**config.mk**
```make
export PLATFORM = sky130hd
export DESIGN_NAME = dct_mem_sequencer
export DESIGN_NICKNAME = d
export VERILOG_FILES = /design/src/rtl/dct_mem_pkg.sv /design/src/rtl/sram_addr_gen.sv /design/src/rtl/dct_mem_sequencer.sv
export SDC_FILE = /design/constraint.sdc
export NUM_CORES = 1
export LEC_CHECK = 0
export BUFFER_PORTS_ARGS = -buffer_cell sky130_fd_sc_hd__buf_2
export CAP_MARGIN = 10
export CORE_MARGIN = 10
export CORE_UTILIZATION = 45
export CTS_BUF_LIST = sky130_fd_sc_hd__clkbuf_4 sky130_fd_sc_hd__clkbuf_8 sky130_fd_sc_hd__clkbuf_16
export DETAILED_ROUTE_END_ITERATION = 6
export PLACE_DENSITY = 0.77
export SLEW_MARGIN = 0
export SYNTH_ARGS = -nofsm -noshare
export SYNTH_HDL_FRONTEND = slang
export SYNTH_HIERARCHICAL = 1
export SYNTH_SLANG_ARGS = --single-unit
```
**constraint.sdc**
```tcl
create_clock -name clk -period 4.77 [get_ports clk]
set_clock_uncertainty 0.1 [all_clocks]
set_input_delay 0.2385 -clock clk [delete_from_list [all_inputs] [get_ports clk]]
set_output_delay 0.2385 -clock clk [all_outputs]
set_load 0.005 [all_outputs]
```
**src/rtl/dct_mem_pkg.sv**
```systemverilog
// Shared constants and FSM state type for the DCT memory sequencer.
package dct_mem_pkg;

   localparam int ADDR_W        = 14;
   localparam int RA_W          = 10;
   localparam int CA_W          = 4;
   localparam int FRAME_WORDS   = 16384;
   localparam int DRAIN_TIMEOUT = 64;

   // Write counter must be able to hold FRAME_WORDS itself.
   localparam int CNT_W = 15;
   // Drain timer must be able to hold DRAIN_TIMEOUT itself.
   localparam int TMR_W = 7;

   localparam logic [ADDR_W-1:0] LAST_ADDR = ADDR_W'(FRAME_WORDS - 1);
   localparam logic [CNT_W-1:0]  FULL_CNT  = CNT_W'(FRAME_WORDS);
   localparam logic [TMR_W-1:0]  TMR_LIMIT = TMR_W'(DRAIN_TIMEOUT);
   localparam logic [TMR_W-1:0]  TMR_LAST  = TMR_W'(DRAIN_TIMEOUT - 1);

   typedef enum logic [1:0] {
      ST_IDLE  = 2'd0,
      ST_READ  = 2'd1,
      ST_DRAIN = 2'd2,
      ST_DONE  = 2'd3
   } state_t;

endpackage

```
**src/rtl/sram_addr_gen.sv**
```systemverilog
// 14-bit SRAM address counter with synchronous clear and increment;
// the address leaves the block already split into row and column.
module sram_addr_gen
   import dct_mem_pkg::*;
(
   input  logic            clk,
   input  logic            reset,
   input  logic            clear,
   input  logic            incr,
   output logic [RA_W-1:0] ra,
   output logic [CA_W-1:0] ca
);

   logic [ADDR_W-1:0] addr;

   // Address register: clear wins over increment.
   always_ff @(posedge clk) begin
      if (!reset) begin
         addr <= '0;
      end else if (clear) begin
         addr <= '0;
      end else if (incr) begin
         addr <= addr + 1'b1;
      end
   end

   assign ra = addr[ADDR_W-1:CA_W];
   assign ca = addr[CA_W-1:0];

endmodule

```
**src/rtl/dct_mem_sequencer.sv**
```systemverilog
// Frame sequencer between an input SRAM, a DCT core and an output SRAM.
// One start request reads the whole 16384-word input frame in order,
// toggles dct_flag at every 16-word block boundary and writes each DCT
// output word to the next output address, then waits (with a timeout)
// for the DCT pipeline to drain.
module dct_mem_sequencer
   import dct_mem_pkg::*;
(
   input  logic            clk,
   input  logic            reset,
   input  logic            start,
   output logic            busy,
   output logic            done,
   output logic            timeout_err,
   output logic            in_nce,
   output logic            in_nwrt,
   output logic [RA_W-1:0] in_ra,
   output logic [CA_W-1:0] in_ca,
   output logic            dct_flag,
   input  logic            dct_oen3,
   input  logic            dct_oen4,
   output logic            out_nce,
   output logic            out_nwrt,
   output logic [RA_W-1:0] out_ra,
   output logic [CA_W-1:0] out_ca,
   output state_t          fsm_state
);

   state_t            state;
   state_t            next_state;
   logic              accept;
   logic              rd_last;
   logic              rd_incr;
   logic              wr_en;
   logic              wr_full;
   logic              drain_expire;
   logic [CNT_W-1:0]  wr_cnt;
   logic [TMR_W-1:0]  drain_tmr;

   // Write contract with the DCT core: a write happens in exactly the
   // cycles where either output strobe is high while the frame is active
   // (READ or DRAIN) and fewer than FRAME_WORDS words have been written.
   // There is no back-pressure; the output SRAM accepts every such write,
   // and the write address advances on the edge that ends the write cycle.
   assign accept       = (state == ST_IDLE) && start;
   assign rd_last      = (state == ST_READ) && ({in_ra, in_ca} == LAST_ADDR);
   assign rd_incr      = (state == ST_READ) && !rd_last;
   assign wr_full      = (wr_cnt == FULL_CNT);
   assign wr_en        = ((state == ST_READ) || (state == ST_DRAIN))
                         && (dct_oen3 || dct_oen4) && !wr_full;
   assign drain_expire = (state == ST_DRAIN) && !wr_en && !wr_full
                         && (drain_tmr == TMR_LAST);

   assign in_nwrt   = 1'b1;
   assign out_nwrt  = ~wr_en;
   assign fsm_state = state;

   // State register.
   always_ff @(posedge clk) begin
      if (!reset) begin
         state <= ST_IDLE;
      end else begin
         state <= next_state;
      end
   end

   // Next-state and per-state control outputs.
   always_comb begin
      next_state = state;
      busy       = 1'b0;
      done       = 1'b0;
      in_nce     = 1'b1;
      out_nce    = 1'b1;
      case (state)
         ST_IDLE: begin
            if (start) begin
               next_state = ST_READ;
            end
         end
         ST_READ: begin
            busy    = 1'b1;
            in_nce  = 1'b0;
            out_nce = 1'b0;
            if (rd_last) begin
               next_state = ST_DRAIN;
            end
         end
         ST_DRAIN: begin
            busy    = 1'b1;
            out_nce = 1'b0;
            if (wr_full || drain_expire) begin
               next_state = ST_DONE;
            end
         end
         ST_DONE: begin
            done       = 1'b1;
            next_state = ST_IDLE;
         end
         default: begin
            next_state = ST_IDLE;
         end
      endcase
   end

   // Write count, drain timer and sticky timeout flag; all restart on an
   // accepted start. The timer saturates so it never wraps back under the
   // limit while the state machine is leaving DRAIN.
   always_ff @(posedge clk) begin
      if (!reset) begin
         wr_cnt      <= '0;
         drain_tmr   <= '0;
         timeout_err <= 1'b0;
      end else if (accept) begin
         wr_cnt      <= '0;
         drain_tmr   <= '0;
         timeout_err <= 1'b0;
      end else begin
         if (wr_en) begin
            wr_cnt <= wr_cnt + 1'b1;
         end
         if (state == ST_DRAIN) begin
            if (wr_en) begin
               drain_tmr <= '0;
            end else if (drain_tmr != TMR_LIMIT) begin
               drain_tmr <= drain_tmr + 1'b1;
            end
         end
         if (drain_expire) begin
            timeout_err <= 1'b1;
         end
      end
   end

   // Block-boundary toggle. The register updates on the edge that ends the
   // issue cycle of a CA = 0 address, so the new level appears together
   // with that word's read data one cycle later. Cleared in DONE so the
   // idle level is always 0.
   always_ff @(posedge clk) begin
      if (!reset) begin
         dct_flag <= 1'b0;
      end else if ((state == ST_READ) && (in_ca == '0)) begin
         dct_flag <= ~dct_flag;
      end else if (state == ST_DONE) begin
         dct_flag <= 1'b0;
      end
   end

   sram_addr_gen u_rd_addr (
      .clk   (clk),
      .reset (reset),
      .clear (accept),
      .incr  (rd_incr),
      .ra    (in_ra),
      .ca    (in_ca)
   );

   sram_addr_gen u_wr_addr (
      .clk   (clk),
      .reset (reset),
      .clear (accept),
      .incr  (wr_en),
      .ra    (out_ra),
      .ca    (out_ca)
   );

endmodule

```
Word-level counts from Yosys, hierarchy flattened:

Index checks and enable logic that the tools add are counted.

* logic and storage cells: 59
* register bits after elaboration: 54
* input port bits: 5
* output and inout port bits: 38

* eq/ne operators: 10
* multiplexer cells: 12
* bitwise gates (word level): 3
* add/sub/neg operators: 4
* reduce and logical (&&, ||, !) cells: 23

Operators with widths (count)
* $add 14x1->14 const B: 2
* $add 15x1->15 const B: 1
* $eq 15x15->1 const B: 1
* $eq 14x14->1 const B: 1
* $mux 7: 2
* $logic_and 1x1->1: 9
* $pmux 2 s4: 1
* $add 7x1->7 const B: 1
* $eq 7x6->1 const B: 1
* $ne 7x7->1 const B: 1
* $mux 1: 6
* $mux 2: 3
* $eq 2x2->1 const B: 2
* $logic_not 4->1: 1
* $ne 2x2->1 const B: 2
* $reduce_bool 2->1: 2
* $reduce_or 2->1: 2
* $logic_not 1->1: 3
* $logic_or 1x1->1: 3
* $not 1->1: 3
* $reduce_and 3->1: 1
* $eq 2x1->1 const B: 1
* $logic_not 2->1: 1
* $ne 2x1->1 const B: 1
* $reduce_and 2->1: 1

Longest topological paths before layout:

* word-level depth: 11
* gate-level depth with buffers: 10
* gate-level depth less buffers: 8

Cells and area by module:

The synthesis kept the hierarchy.

Modules (own cells, without submodules)
* dct_mem_sequencer: times used 1, area an instance 1446.4 um^2, sequential area each 520.5 um^2, cells each 183
* sram_addr_gen: times used 2, area an instance 659.4 um^2, sequential area each 280.3 um^2, cells each 73

Worst setup path after synthesis:

Ideal clock, no wire load.

* path kind: register -> register
* from: register state[0], in the netlist fsm_state[0]
* to: register u_wr_addr.addr[9]
* slack: 2.391 ns
* arrival: 2.208 ns
* data required time: 4.599 ns
* period minus slack after synthesis: 2.379 ns
* cell stages (with the launch flop): 11
* path through: dfxtp_1 > inv_1 > ha_1 > inv_1 > nor2_1 > and2_1 > buf_6 > buf_2 > nand4_4 > or4_1 > a21oi_1

* word-level cells in the longest chain between the ends: 4

RTL lines
* start: declaration: RTL line dct_mem_sequencer.sv:29 `state_t state;`
* start signal: assignment: RTL line dct_mem_sequencer.sv:63 `state <= next_state;`
* $eq 2x1->1 or $eq 2x2->1 (tied branches): RTL line dct_mem_sequencer.sv:49 `assign wr_en = ((state == ST_READ) || (state == ST_DRAIN))`
* $logic_or 1x1->1 *: RTL line dct_mem_sequencer.sv:49
* $logic_and 1x1->1 * (2 in series): RTL line dct_mem_sequencer.sv:50 `&& (dct_oen3 || dct_oen4) && !wr_full;`
* net wr_en: RTL line dct_mem_sequencer.sv:34 `logic wr_en;`
* end signal: assignment: RTL line sram_addr_gen.sv:23 `addr <= addr + 1'b1;`
* end: declaration: RTL line sram_addr_gen.sv:14 `logic [ADDR_W-1:0] addr;`

Mark *: on every way through the listed nets, which the timed path passes. The rest lies on a longest branch.
A chain may end at the register's enable or synchronous reset.

Final worst setup path:

* from: register state[0], in the netlist fsm_state[0]
* to: register u_wr_addr.addr[11]

* word-level cells in the longest chain between the ends: 4

RTL lines (RTL line)
* $eq 2x1->1 or $eq 2x2->1 (tied branches): dct_mem_sequencer.sv:49
* $logic_or 1x1->1: dct_mem_sequencer.sv:49
* $logic_and 1x1->1 (2 in series): dct_mem_sequencer.sv:50

Parallel ways exist; a longest one is shown, timed or not.

==> out/qor.txt <==
Die W -> 98.4 um
Met2 wire len -> 2930 um
Leak Pwr -> 1.14 nW
Post-synth top area cell -> dfxtp_1
Post-CTS Resized -> 0
Clk slew on worst S/H paths -> 0.10 ns
TritonCTS clock tree -> yes
Delay-heaviest family, CP -> simple AND/OR/NAND/NOR gates
Slew Viols, Final -> 0
Top cells by area, synth -> dfxtp_1, ha_1, nand2_1
CTS buffer count -> 5
Hpwl dp -> 4560 um
CP bufs+invs -> 2
FP Rows -> 28
IO Pins -> 43
WHS Endpoint -> dct_flag
Top layer in use -> met4
Post-Syn Area per Cell -> 8.40 um2
Peak supply drop -> 0.199 mV
Die Y -> 98.4 um
Post-DP Area -> 3000 um2
Sequential cell area fraction in the yosys report -> 0.391
Vias in the first global route -> 2269
Bufs on Longest Clock Path -> 2
FF+latch count, synth -> 54
Met1 WL -> 2760 um
Largest net degree at the start of global routing -> 22
Drt wl/cell -> 14.0 um
Most used cell, CP -> inv_1
Mapped Area -> 2770 um2
Syn Nets -> 345
Reg-to-Reg Start -> fsm_state[0]
Worst r2r path cells -> 8
CP peak stage delay -> 0.55 ns
Initial Util -> 0.464
Hold Crit Class -> in -> reg
EDFF count, synth -> 0
Root cell of the clock tree -> clkbuf_8
CP startpoint kind -> register
# hold bufs at CTS -> 0
Fin Hold WS -> 0.158 ns
Hold Startpoint -> reset
DR iter-0 viols -> 93
P per Cell Area -> 359 nW/um2
Status -> finished, final reports clean
Post-route setup TNS -> 0 ns
Worst Setup Path Type -> reg -> reg
Worst path arrival time -> 3.25 ns
CORE AREA -> 5960 um2
DRC -> 0
Total Wirelength -> 6140 um
Final Net Count -> 380
Finished Core Util -> 0.521
Final period util -> 0.654
Synthesized instance count -> 329
Antenna-violating nets left -> 0
H-tree levels -> 2
RSZ-0062 raised after global routing -> false
Ys async rst share -> 0
Fmax -> 321 MHz
WHS Path Cells -> 2
Design Power -> 1.11 mW
Final setup fails -> 0
CP endpoint kind -> register
Maxcap violations -> 0
Placer Congestion -> 0.801
Slew HR -> 0.518
Final Hold Fails -> 0
Synth cell types -> 42
Share of cells above drive strength 1 -> 0.151
R2R Setup Slk -> 1.65 ns
Via density -> 5.54
Initial antenna violation count -> 0
Most common cell in the synthesized netlist -> dfxtp_1
First-pass GRT wire length -> 10400 um
Final Cell Area -> 3100 um2
GRT overflow -> 0
Die footprint -> 9680 um2
Reg-to-Reg End -> u_wr_addr/addr[11]
Worst slew pin tran -> 0.722 ns
Postcts setup bufs -> 0
CP max FO -> 13
Synth top cells by count -> dfxtp_1, nand2_1, nor2_1
Worst path cell trace -> inv_1, ha_1, inv_1, nor2_1, and2_1, nand4_4, nor4_1, mux2i_1
All-layer global routing usage -> 0.123
# diodes -> 0
Share of the synthesized area in the top cell type -> 0.391
CP max-delay cell -> and2_1
IO buf count -> 41
CP Data Required Time -> 4.90 ns
Tmin final -> 3.12 ns
Metal3 WL -> 338 um
Drt pass-1 iters -> 4
Vias -> 2436
# fillers -> 577
Synth warn -> 6
Synth-to-Final Area Change -> 12.3%
Clock sink total -> 54
Top_reg_cell synth -> dfxtp_1
Worst-Skew Late Latency -> 0.31 ns
[state kept, by name, indices dropped and copies added, names as in the netlist]
signal          flops
dct_flag            1
u_rd_addr/addr     14
wr_cnt             15
fsm_state           2
drain_tmr           7
u_wr_addr/addr     14
timeout_err         1
[area by class of cell]
| type | instances | area [um2] | share of cell area |
|---|---|---|---|
| sequential | 54 | 1080 | 0.348 |
| clock inverter | 1 | 8.76 | 0.00282 |
| timing repair buffer | 41 | 205 | 0.0661 |
| inverter | 19 | 71.3 | 0.0230 |
| tap | 75 | 93.8 | 0.0302 |
| clock buffer | 7 | 96.3 | 0.0310 |
| multi-input combinational | 243 | 1550 | 0.499 |
[where the power goes]
group	total, mW	leakage, nW	internal, mW	switching, mW
clock	0.285	0.0544	0.133	0.151
sequential	0.503	0.436	0.474	0.0293
combinational	0.326	0.646	0.118	0.208
[worst max path at each step]
| stage | cells past startpoint | start | end |
|---|---|---|---|
| finish | 8 | fsm_state[0] | u_wr_addr/addr[11] |
| global route | 8 | fsm_state[0] | u_wr_addr/addr[9] |
| CTS | 7 | fsm_state[0] | out_nwrt |
| detailed placement | 8 | fsm_state[1] | u_wr_addr/addr[10] |
| global placement | 8 | fsm_state[0] | u_wr_addr/addr[9] |
| floorplan | 10 | fsm_state[0] | u_wr_addr/addr[9] |
[placed cells by master, fill, tap and decap left out, types with 8 or more instances in the layout]
cell,netlist,final
dfxtp_1,54,54
buf_2,4,41
nand2_1,36,36
nor2_1,24,24
a21oi_1,21,21
inv_1,19,19
nand4_1,15,15
nand3_1,14,14
xor2_1,12,12
or4_1,12,12
o21ai_0,11,11
ha_1,11,11
mux2i_1,10,10
nor4_1,8,8
nand2b_1,8,8
o31ai_1,8,8
[logic make-up after synthesis]
group	share of synthesized area
simple gates	0.302
compound gates	0.119
flops	0.391
buf+inv	0.0493
xor+xnor	0.0507
fa+ha+maj	0.0498
mux	0.0362
other cells	0.00136
[per-stage QoR]
stage	instances	setup slack [ns]
2_1_floorplan	329	2.39
3_3_place_gp	432	1.83
3_5_place_dp	432	1.74
4_1_cts	440	1.68
5_1_grt	440	1.41
6_report	440	1.65
[routing by layer]
metal  track usage  vias to the layer above
li1              -                     1240
met1         0.141                     1142
met3        0.0374                       10
met5             0                        -
met4        0.0485                        0
met2         0.207                       44
No activity file was read; power rests on OpenSTA's default activity.
